### src/rtl/icache_dm_ctrl_if.sv
// Bus bundle for the direct-mapped I-cache controller: CPU fetch port,
// cache storage array strobes/returns, and backing-memory request/ack.
// The controller is the slave side; the CPU/storage/memory environment is the master.
interface icache_dm_ctrl_if;
  // CPU fetch port
  logic        cpu_req;
  logic [31:0] cpu_addr;
  logic        cpu_ready;
  logic        cpu_valid;
  logic [31:0] cpu_rdata;
  logic        cpu_err;
  // cache storage array
  logic        st_read;
  logic        st_write;
  logic [31:0] st_address;
  logic [31:0] st_write_block;
  logic [31:0] st_read_data;
  logic        st_hit;
  // backing memory
  logic        mem_req;
  logic [31:0] mem_addr;
  logic        mem_ack;
  logic [31:0] mem_rdata;

  modport slave (
    input  cpu_req, cpu_addr, st_read_data, st_hit, mem_ack, mem_rdata,
    output cpu_ready, cpu_valid, cpu_rdata, cpu_err,
           st_read, st_write, st_address, st_write_block,
           mem_req, mem_addr
  );

  modport master (
    output cpu_req, cpu_addr, st_read_data, st_hit, mem_ack, mem_rdata,
    input  cpu_ready, cpu_valid, cpu_rdata, cpu_err,
           st_read, st_write, st_address, st_write_block,
           mem_req, mem_addr
  );
endinterface

### src/rtl/icache_dm_ctrl.sv
// Sequencing controller for a direct-mapped instruction cache. One fetch in
// flight: lookup in storage, on miss fetch from memory (with optional
// timeout), fill storage and return the word. Keeps saturating hit/miss counts.
module icache_dm_ctrl #(
  parameter int CNT_WIDTH   = 16,
  parameter int MEM_TIMEOUT = 64
) (
  input  logic                 clk,
  input  logic                 reset_n,
  icache_dm_ctrl_if.slave      bus,
  output logic [CNT_WIDTH-1:0] hit_count,
  output logic [CNT_WIDTH-1:0] miss_count
);

  typedef enum logic [2:0] {
    S_IDLE,
    S_LOOKUP,
    S_CHECK,
    S_MEM,
    S_FILL
  } state_t;

  // Timeout counter only needs to reach MEM_TIMEOUT-1; a zero setting disables it.
  localparam int              TMO_W    = (MEM_TIMEOUT > 2) ? $clog2(MEM_TIMEOUT) : 1;
  localparam bit              TMO_EN   = (MEM_TIMEOUT > 0);
  localparam logic [TMO_W-1:0] TMO_LAST = (MEM_TIMEOUT > 0) ? TMO_W'(MEM_TIMEOUT - 1) : '0;

  state_t               state_q, state_d;
  logic [31:0]          addr_q, addr_d;
  logic [31:0]          fill_q, fill_d;
  logic [31:0]          rdata_q, rdata_d;
  logic                 valid_q, valid_d;
  logic                 err_q, err_d;
  logic [CNT_WIDTH-1:0] hit_q, hit_d;
  logic [CNT_WIDTH-1:0] miss_q, miss_d;
  logic [TMO_W-1:0]     tmo_q, tmo_d;

  // State register and all datapath/status registers, cleared by reset.
  always_ff @(posedge clk or negedge reset_n) begin
    if (!reset_n) begin
      state_q <= S_IDLE;
      addr_q  <= '0;
      fill_q  <= '0;
      rdata_q <= '0;
      valid_q <= 1'b0;
      err_q   <= 1'b0;
      hit_q   <= '0;
      miss_q  <= '0;
      tmo_q   <= '0;
    end else begin
      state_q <= state_d;
      addr_q  <= addr_d;
      fill_q  <= fill_d;
      rdata_q <= rdata_d;
      valid_q <= valid_d;
      err_q   <= err_d;
      hit_q   <= hit_d;
      miss_q  <= miss_d;
      tmo_q   <= tmo_d;
    end
  end

  // Next-state and register-update decisions; response strobes default low.
  always_comb begin
    state_d = state_q;
    addr_d  = addr_q;
    fill_d  = fill_q;
    rdata_d = rdata_q;
    valid_d = 1'b0;
    err_d   = 1'b0;
    hit_d   = hit_q;
    miss_d  = miss_q;
    tmo_d   = tmo_q;
    case (state_q)
      S_IDLE: begin
        if (bus.cpu_req) begin
          addr_d  = bus.cpu_addr;
          state_d = S_LOOKUP;
        end
      end
      S_LOOKUP: begin
        state_d = S_CHECK;
      end
      S_CHECK: begin
        if (bus.st_hit) begin
          rdata_d = bus.st_read_data;
          valid_d = 1'b1;
          if (hit_q != '1) hit_d = hit_q + 1'b1;
          state_d = S_IDLE;
        end else begin
          if (miss_q != '1) miss_d = miss_q + 1'b1;
          tmo_d   = '0;
          state_d = S_MEM;
        end
      end
      S_MEM: begin
        // An ack in the final timeout cycle still completes a normal fill.
        if (bus.mem_ack) begin
          fill_d  = bus.mem_rdata;
          state_d = S_FILL;
        end else if (TMO_EN && (tmo_q == TMO_LAST)) begin
          rdata_d = '0;
          valid_d = 1'b1;
          err_d   = 1'b1;
          state_d = S_IDLE;
        end else begin
          tmo_d = tmo_q + 1'b1;
        end
      end
      S_FILL: begin
        rdata_d = fill_q;
        valid_d = 1'b1;
        state_d = S_IDLE;
      end
      default: begin
        state_d = S_IDLE;
      end
    endcase
  end

  // Strobes decode from state alone; addresses and fill word always show latched values.
  assign bus.cpu_ready      = (state_q == S_IDLE);
  assign bus.st_read        = (state_q == S_LOOKUP);
  assign bus.mem_req        = (state_q == S_MEM);
  assign bus.st_write       = (state_q == S_FILL);
  assign bus.st_address     = addr_q;
  assign bus.mem_addr       = addr_q;
  assign bus.st_write_block = fill_q;
  assign bus.cpu_valid      = valid_q;
  assign bus.cpu_err        = err_q;
  assign bus.cpu_rdata      = rdata_q;
  assign hit_count          = hit_q;
  assign miss_count         = miss_q;

endmodule

### src/flat_wrapper.sv
// flat-port wrapper written by rule: the top's interface ports become plain ports
module icache_dm_ctrl_flat 
#(
  parameter int CNT_WIDTH   = 16,
  parameter int MEM_TIMEOUT = 64
)
  (clk, reset_n, hit_count, miss_count, bus_cpu_req, bus_cpu_addr, bus_st_read_data, bus_st_hit, bus_mem_ack, bus_mem_rdata, bus_cpu_ready, bus_cpu_valid, bus_cpu_rdata, bus_cpu_err, bus_st_read, bus_st_write, bus_st_address, bus_st_write_block, bus_mem_req, bus_mem_addr);
  icache_dm_ctrl_if bus_i ();
  input  logic clk;
  input  logic reset_n;
  output logic [CNT_WIDTH-1:0] hit_count;
  output logic [CNT_WIDTH-1:0] miss_count;
  input wire logic [$bits(bus_i.cpu_req)-1:0] bus_cpu_req;
  input wire logic [$bits(bus_i.cpu_addr)-1:0] bus_cpu_addr;
  input wire logic [$bits(bus_i.st_read_data)-1:0] bus_st_read_data;
  input wire logic [$bits(bus_i.st_hit)-1:0] bus_st_hit;
  input wire logic [$bits(bus_i.mem_ack)-1:0] bus_mem_ack;
  input wire logic [$bits(bus_i.mem_rdata)-1:0] bus_mem_rdata;
  output wire logic [$bits(bus_i.cpu_ready)-1:0] bus_cpu_ready;
  output wire logic [$bits(bus_i.cpu_valid)-1:0] bus_cpu_valid;
  output wire logic [$bits(bus_i.cpu_rdata)-1:0] bus_cpu_rdata;
  output wire logic [$bits(bus_i.cpu_err)-1:0] bus_cpu_err;
  output wire logic [$bits(bus_i.st_read)-1:0] bus_st_read;
  output wire logic [$bits(bus_i.st_write)-1:0] bus_st_write;
  output wire logic [$bits(bus_i.st_address)-1:0] bus_st_address;
  output wire logic [$bits(bus_i.st_write_block)-1:0] bus_st_write_block;
  output wire logic [$bits(bus_i.mem_req)-1:0] bus_mem_req;
  output wire logic [$bits(bus_i.mem_addr)-1:0] bus_mem_addr;
  assign bus_i.cpu_req = bus_cpu_req;
  assign bus_i.cpu_addr = bus_cpu_addr;
  assign bus_i.st_read_data = bus_st_read_data;
  assign bus_i.st_hit = bus_st_hit;
  assign bus_i.mem_ack = bus_mem_ack;
  assign bus_i.mem_rdata = bus_mem_rdata;
  assign bus_cpu_ready = bus_i.cpu_ready;
  assign bus_cpu_valid = bus_i.cpu_valid;
  assign bus_cpu_rdata = bus_i.cpu_rdata;
  assign bus_cpu_err = bus_i.cpu_err;
  assign bus_st_read = bus_i.st_read;
  assign bus_st_write = bus_i.st_write;
  assign bus_st_address = bus_i.st_address;
  assign bus_st_write_block = bus_i.st_write_block;
  assign bus_mem_req = bus_i.mem_req;
  assign bus_mem_addr = bus_i.mem_addr;
  icache_dm_ctrl #(.CNT_WIDTH(CNT_WIDTH), .MEM_TIMEOUT(MEM_TIMEOUT)) u_core (.clk(clk), .reset_n(reset_n), .bus(bus_i), .hit_count(hit_count), .miss_count(miss_count));
endmodule
### config.mk
export PLATFORM = sky130hd
export DESIGN_NAME = icache_dm_ctrl_flat
export DESIGN_NICKNAME = d
export VERILOG_FILES = /design/src/rtl/icache_dm_ctrl_if.sv /design/src/rtl/icache_dm_ctrl.sv /design/src/flat_wrapper.sv
export SDC_FILE = /design/constraint.sdc
export NUM_CORES = 1
export LEC_CHECK = 0
export CELL_PAD_IN_SITES_DETAIL_PLACEMENT = 1
export CELL_PAD_IN_SITES_GLOBAL_PLACEMENT = 2
export CORE_MARGIN = 3
export CORE_UTILIZATION = 26
export DETAILED_ROUTE_END_ITERATION = 8
export PLACE_DENSITY = 0.83
export SYNTH_ARGS = -nofsm -noshare
export SYNTH_HDL_FRONTEND = slang
export SYNTH_SLANG_ARGS = --single-unit
### constraint.sdc
create_clock -name clk -period 2.2 [get_ports clk]
set_input_delay 0.33 -clock clk [delete_from_list [all_inputs] [get_ports clk]]
set_output_delay 0.33 -clock clk [all_outputs]
set_load 0.01 [all_outputs]
Yosys cells after proc, flatten, opt, wreduce, memory -nomap -nowiden
Index checks and enable logic that the tools add are counted.
{"block": "totals", "register_bits": 139, "latchBits": 0, "ramBits": 0, "mem_bits_ro": 0, "in_bits": 101, "output_inout_bits": 166, "wordCells": 55, "n_memories": 0}
{"block": "op_classes", "n_addsub": 3, "n_mul": 0, "div": 0, "magnitude_cmp": 0, "n_eq_ne": 14, "n_shift": 0, "muxes": 18, "n_bitwise": 1, "reduce_logical": 10}
{"cell": "32-bit 2-to-1 mux", "count": 3}
{"cell": "32-bit one-hot mux with 3 select lines", "count": 1}
{"cell": "16-bit by 1-bit adder with 16-bit output, second input constant", "count": 2}
{"cell": "16-bit != test, second input constant", "count": 2}
{"cell": "6-bit 2-to-1 mux", "count": 3}
{"cell": "3-bit one-hot mux with 4 select lines", "count": 1}
{"cell": "6-bit one-hot mux with 2 select lines", "count": 1}
{"cell": "2-bit != test, second input constant", "count": 5}
{"cell": "3-bit 2-to-1 mux", "count": 3}
{"cell": "4-bit AND reduction", "count": 2}
{"cell": "6-bit by 1-bit adder with 6-bit output, second input constant", "count": 1}
{"cell": "3-bit by 2-bit equality test with 1-bit output, second input constant", "count": 2}
{"cell": "6-bit equality test, second input constant", "count": 1}
{"cell": "2-bit AND reduction", "count": 3}
{"cell": "3-bit AND reduction", "count": 2}
{"cell": "1-bit 2-to-1 mux", "count": 4}
{"cell": "3-bit by 1-bit equality test with 1-bit output, second input constant", "count": 1}
{"cell": "3-bit equality test, second input constant", "count": 1}
{"cell": "3-bit zero test", "count": 1}
{"cell": "3-bit by 2-bit != test with 1-bit output, second input constant", "count": 1}
{"cell": "1-bit one-hot mux with 3 select lines", "count": 1}
{"cell": "3-bit nonzero test", "count": 1}
{"cell": "2-bit 2-to-1 mux", "count": 1}
{"cell": "2-bit by 1-bit != test with 1-bit output, second input constant", "count": 1}
{"cell": "2 further kinds", "count": 2}

Longest topological paths before layout
Gate-level depths: netlist of run 1.
{"block": "logic_depth", "word_depth": 4, "ltp_mapped": 7, "ltp_nobuf": 5}

Worst setup path before layout of run 1
OpenSTA, ideal clock, no wires.
{"block": "synth_timing", "kind": "register -> register", "startpoint": "reg u_core.state_q[1]", "endpoint": "reg u_core.addr_q[10], in the netlist u_core.bus.mem_addr[10]", "setup_time_ns": 0.128, "t_arrival_ns": 1.800, "required_time_ns": 2.072, "setup_slack_ns": 0.273, "stages_incl_launch_ff": 7, "path_buffers": 3, "synth_period_minus_slack_ns": 1.927, "cell_sequence": "dfrtp_1 -> buf_2 -> nor3_1 -> and2_1 -> clkbuf_1 -> buf_2 -> mux2_1"}
{"block": "synth_between", "elab_chain_cells": 2}
{"item": "start: declaration", "line_no": "icache_dm_ctrl.sv:28", "source": "state_t state_q, state_d;"}
{"item": "start signal: assignment", "line_no": "icache_dm_ctrl.sv:51", "source": "state_q <= state_d;"}
{"item": "3-bit zero test"}
{"item": "named net bus_cpu_ready", "line_no": "flat_wrapper.sv:19", "source": "output wire logic [$bits(bus_i.cpu_ready)-1:0] bus_cpu_ready;"}
{"item": "2-bit AND reduction (no source line)"}
{"item": "end signal: assignment", "line_no": "icache_dm_ctrl.sv:52", "source": "addr_q <= addr_d;"}
{"item": "end: declaration", "line_no": "icache_dm_ctrl.sv:29", "source": "logic [31:0] addr_q, addr_d;"}
The timed path passes the listed nets, and every way through them passes these cells.
A chain may end at the register's enable or synchronous reset.

Final worst setup path of run 1
{"block": "layout_timing", "startpoint": "reg u_core.state_q[2]", "endpoint": "out bus_st_read"}
{"block": "layout_between", "elab_chain_cells": 1}
{"item": "3-bit by 1-bit equality test with 1-bit output", "line_no": "icache_dm_ctrl.sv:123", "source": "assign bus.st_read = (state_q == S_LOOKUP);"}
{"item": "end: declaration", "line_no": "flat_wrapper.sv:23", "source": "output wire logic [$bits(bus_i.st_read)-1:0] bus_st_read;"}
Every way passes these cells.

==> impl_metrics.json, run 1 <==
{
  "stdcell_count": 1097,
  "cp.arrival_ns": 1.78,
  "p_seq_frac": 0.353,
  "synth_nets": 623,
  "grt_max_degree": 66,
  "worst_slew_pin_slew_ns": 0.6465,
  "synth_area_leaders": "dfrtp_1, mux2_1, a22oi_1, buf_4, nand2_1",
  "status": "completed",
  "die_h_um": 160.4,
  "first_pass_iters": 4,
  "r2r_cells": 5,
  "end_kind": "primary output",
  "worst-path-stages": 2,
  "dieArea_sq_mm": 0.02572,
  "cp_num_buf_inv": 1,
  "crit_path_max_incr_delay_ns": 0.61,
  "vias": 5043,
  "io_pins": 267,
  "yosysWarnings": 0,
  "die_w_um": 160.4,
  "cts_buffer_depth": 2,
  "layout_commonest_cell": "clkdlybuf4s50_1",
  "cp-start-kind": "register",
  "r2r_slack_ns": 0.21,
  "crit_required_ns": 1.87,
  "fin_area_sq_mm": 0.009739,
  "grt.total_usage": 0.1523,
  "clkSinkCount": 139,
  "cts_tree": "built",
  "timing.rr.end": "u_core.miss_count[15]$_DFFE_PN0P_",
  "worstReg2RegStart": "u_core.state_q[0]$_DFFE_PN0P_",
  "core-area_sq_mm": 0.02305,
  "async_flop_share": 1.000,
  "antenna_found_initial": 0,
  "synth.largest_area_cell": "dfrtp_1",
  "cp_slowest_cell": "clkdlybuf4s50_1",
  "hp-class": "in -> async",
  "combPwrFrac": 0.430,
  "cap_violations": 0,
  "synth_edf_count": 0,
  "clockRootBuffer": "clkbuf_16",
  "port_buffers": 266,
  "num_rows": 55,
  "n_antenna_cell": 0,
  "syn_inst": 519,
  "crit_start": "u_core.state_q[2]$_DFFE_PN0P_",
  "critical_path.cell_chain": "nor3b_2, clkdlybuf4s50_1",
  "grt_pass1_wl_mm": 31.19,
  "area_growth_pct": 57.16,
  "crit_family": "buffers and inverters",
  "path_class": "reg -> out",
  "hpwlAfterDp_mm": 14.33,
  "cp-endpoint": "bus_st_read",
  "syn-cell-area_sq_mm": 0.006197,
  "mostFrequentLayoutCells": "clkdlybuf4s50_1, dfrtp_1, mux2_1, nand2_1, o21ai_1",
  "wire_per_inst_um": 17.65,
  "dr.first_iter.drc_count": 224,
  "nNetsFinal": 875,
  "ant_nets": 0,
  "cts_made_buffers": 17,
  "final_hold_viol_count": 0,
  "drive_gt1_frac": 0.09056,
  "setup_viol": 0,
  "synth-main-ff-cell": "dfrtp_1",
  "placed_cell_area_sq_mm": 0.009138,
  "drc": 0,
  "clk_latency_ns": 0.42,
  "clkPwrFrac": 0.217,
  "syn_avg_cell_area_sq_um": 11.94,
  "viasPerCell": 4.597,
  "period_needed_ns": 2.106,
  "synth.yosys.seq_area_share": 0.5613,
  "timing.fmax_mhz": 474.8,
  "overflow": 0,
  "initial_core_util": 0.2688,
  "yosysTopAreaCellShare": 0.5613,
  "intPower_w": 0.008232,
  "p_sw_frac": 0.3466,
  "power_w": 0.01260,
  "first_global_vias": 5375,
  "p_leak_nw": 4.183,
  "skew_ns": 0.009356,
  "place_congestion": 0.7545,
  "vdd_drop_max_v": 0.0004475,
  "fillers": 2503,
  "p_sw_w": 0.004367,
  "p_per_area_mw_per_mm2": 1294,
  "ys_types": 46,
  "relSlewSlack": 0.5651,
  "cp_max_fo": 9,
  "slew_violations": 0,
  "clk_pin_slew_ns": 0.06,
  "timing.final.crit_share": 0.9573,
  "rsz0062_at_grt": "false",
  "setup_tns_ns": 0,
  "cts_max_level": 4,
  "wl_mm": 19.36,
  "dpl.cell_count": 1061,
  "ys_ff_latch": 139
}
[worst min-delay path by stage]
stage	startpoint	end	slack, ns
final	reset_n	u_core.bus.st_write_block[5]$_DFFE_PN0P_	0.42
after global routing	reset_n	u_core.bus.st_write_block[5]$_DFFE_PN0P_	0.46
after CTS	reset_n	u_core.bus.cpu_rdata[0]$_DFFE_PN0P_	0.41
after detailed placement	reset_n	u_core.bus.st_write_block[4]$_DFFE_PN0P_	0.31
after global placement	reset_n	u_core.bus.st_write_block[5]$_DFFE_PN0P_	0.32
after floorplan	reset_n	u_core.bus.cpu_err$_DFF_PN0_	0.03
[through the flow]
stage,util,hold slack [ns],worst slack [ns]
global placement,0.3964,0.3177,-0.03485
finish,0.4225,0.4239,0.09387
detailed placement,0.3964,0.3145,-0.06836
CTS,0.4213,0.4142,-0.07273
floorplan,-,0.03441,0.2725
global route,0.4225,0.4552,0.001622
[synth_stat cells (all sizes together), types with 2 or more instances]
master / n
mux2: 71
dfrtp: 139
nor3: 11
nand2: 49
nor4b: 2
a31oi: 6
xor2: 14
nand4: 8
a22oi: 32
clkbuf: 8
o21ai: 37
and3: 7
nand3: 15
and2: 3
a21o: 2
nor2: 12
buf: 47
or4: 2
nand2b: 2
nor3b: 4
o211ai: 2
a211o: 2
xnor2: 6
ha: 3
and4: 8
a211oi: 2
inv: 5
a21oi: 8
a2111oi: 2
[repair_timing]
action | CTS | global route
setup buffers | 1 | 2
endpoints found under the setup margin | 4 | 2
hold buffers | 1 | 0
pin swaps | 1 | 0
hold endpoints to repair | 45 | 0
gates resized for setup | 5 | 3
[logic make-up after synthesis]
kind of cell | count (synthesis) | synth area share
flops | 139 | 0.5613
simple gates | 130 | 0.1173
compound gates | 96 | 0.09833
mux | 71 | 0.1290
buf+inv | 60 | 0.05976
xor+xnor | 20 | 0.02827
fa+ha+maj | 3 | 0.006058
[layer usage]
| metal | global-route usage | wire length, um | up-vias |
|---|---|---|---|
| li1 | - | - | 2351 |
| met1 | 0.1836 | 8122 | 2506 |
| met2 | 0.2588 | 9643 | 158 |
| met3 | 0.04488 | 1118 | 28 |
| met4 | 0.05444 | 476 | 0 |
| met5 | 0 | 0 | - |
[power groups by stage]
stage          registers [W]  logic (W)  clock network, W
5_1_grt              0.00464    0.00581           0.00295
6_report             0.00445    0.00541           0.00274
2_1_floorplan        0.00473    0.00207                 0
3_5_place_dp         0.00453    0.00547                 0
4_1_cts              0.00450    0.00548           0.00284
3_3_place_gp         0.00447    0.00535                 0
[sequential cells by signal, summed over array words and instances (netlist names)]
register	count
u_core.bus.cpu_rdata	32
u_core.bus.cpu_valid	1
u_core.miss_count	16
u_core.state_q	3
u_core.hit_count	16
u_core.tmo_q	6
u_core.bus.st_write_block	32
u_core.bus.mem_addr	32
u_core.bus.cpu_err	1
[cell type report]
type / count / area (sq um) / share of cell area
Tap cell: 313 / 391.6 / 0.04021
Timing Repair Buffer: 288 / 2907 / 0.2984
Sequential cell: 139 / 3482 / 0.3575
Clock inverter: 15 / 130.1 / 0.01336
Inverter: 5 / 18.77 / 0.001927
Multi-Input combinational cell: 320 / 2385 / 0.2449
Clock buffer: 17 / 425.4 / 0.04368
No activity file was read; power rests on OpenSTA's default activity.
==> run 2, diff against run 1 <==
CTS_BUF_LIST = sky130_fd_sc_hd__clkbuf_16   (was unset)
==> results of run 2 <==
Same layout as run 1: the final DEF is identical, and so are final timing and power.
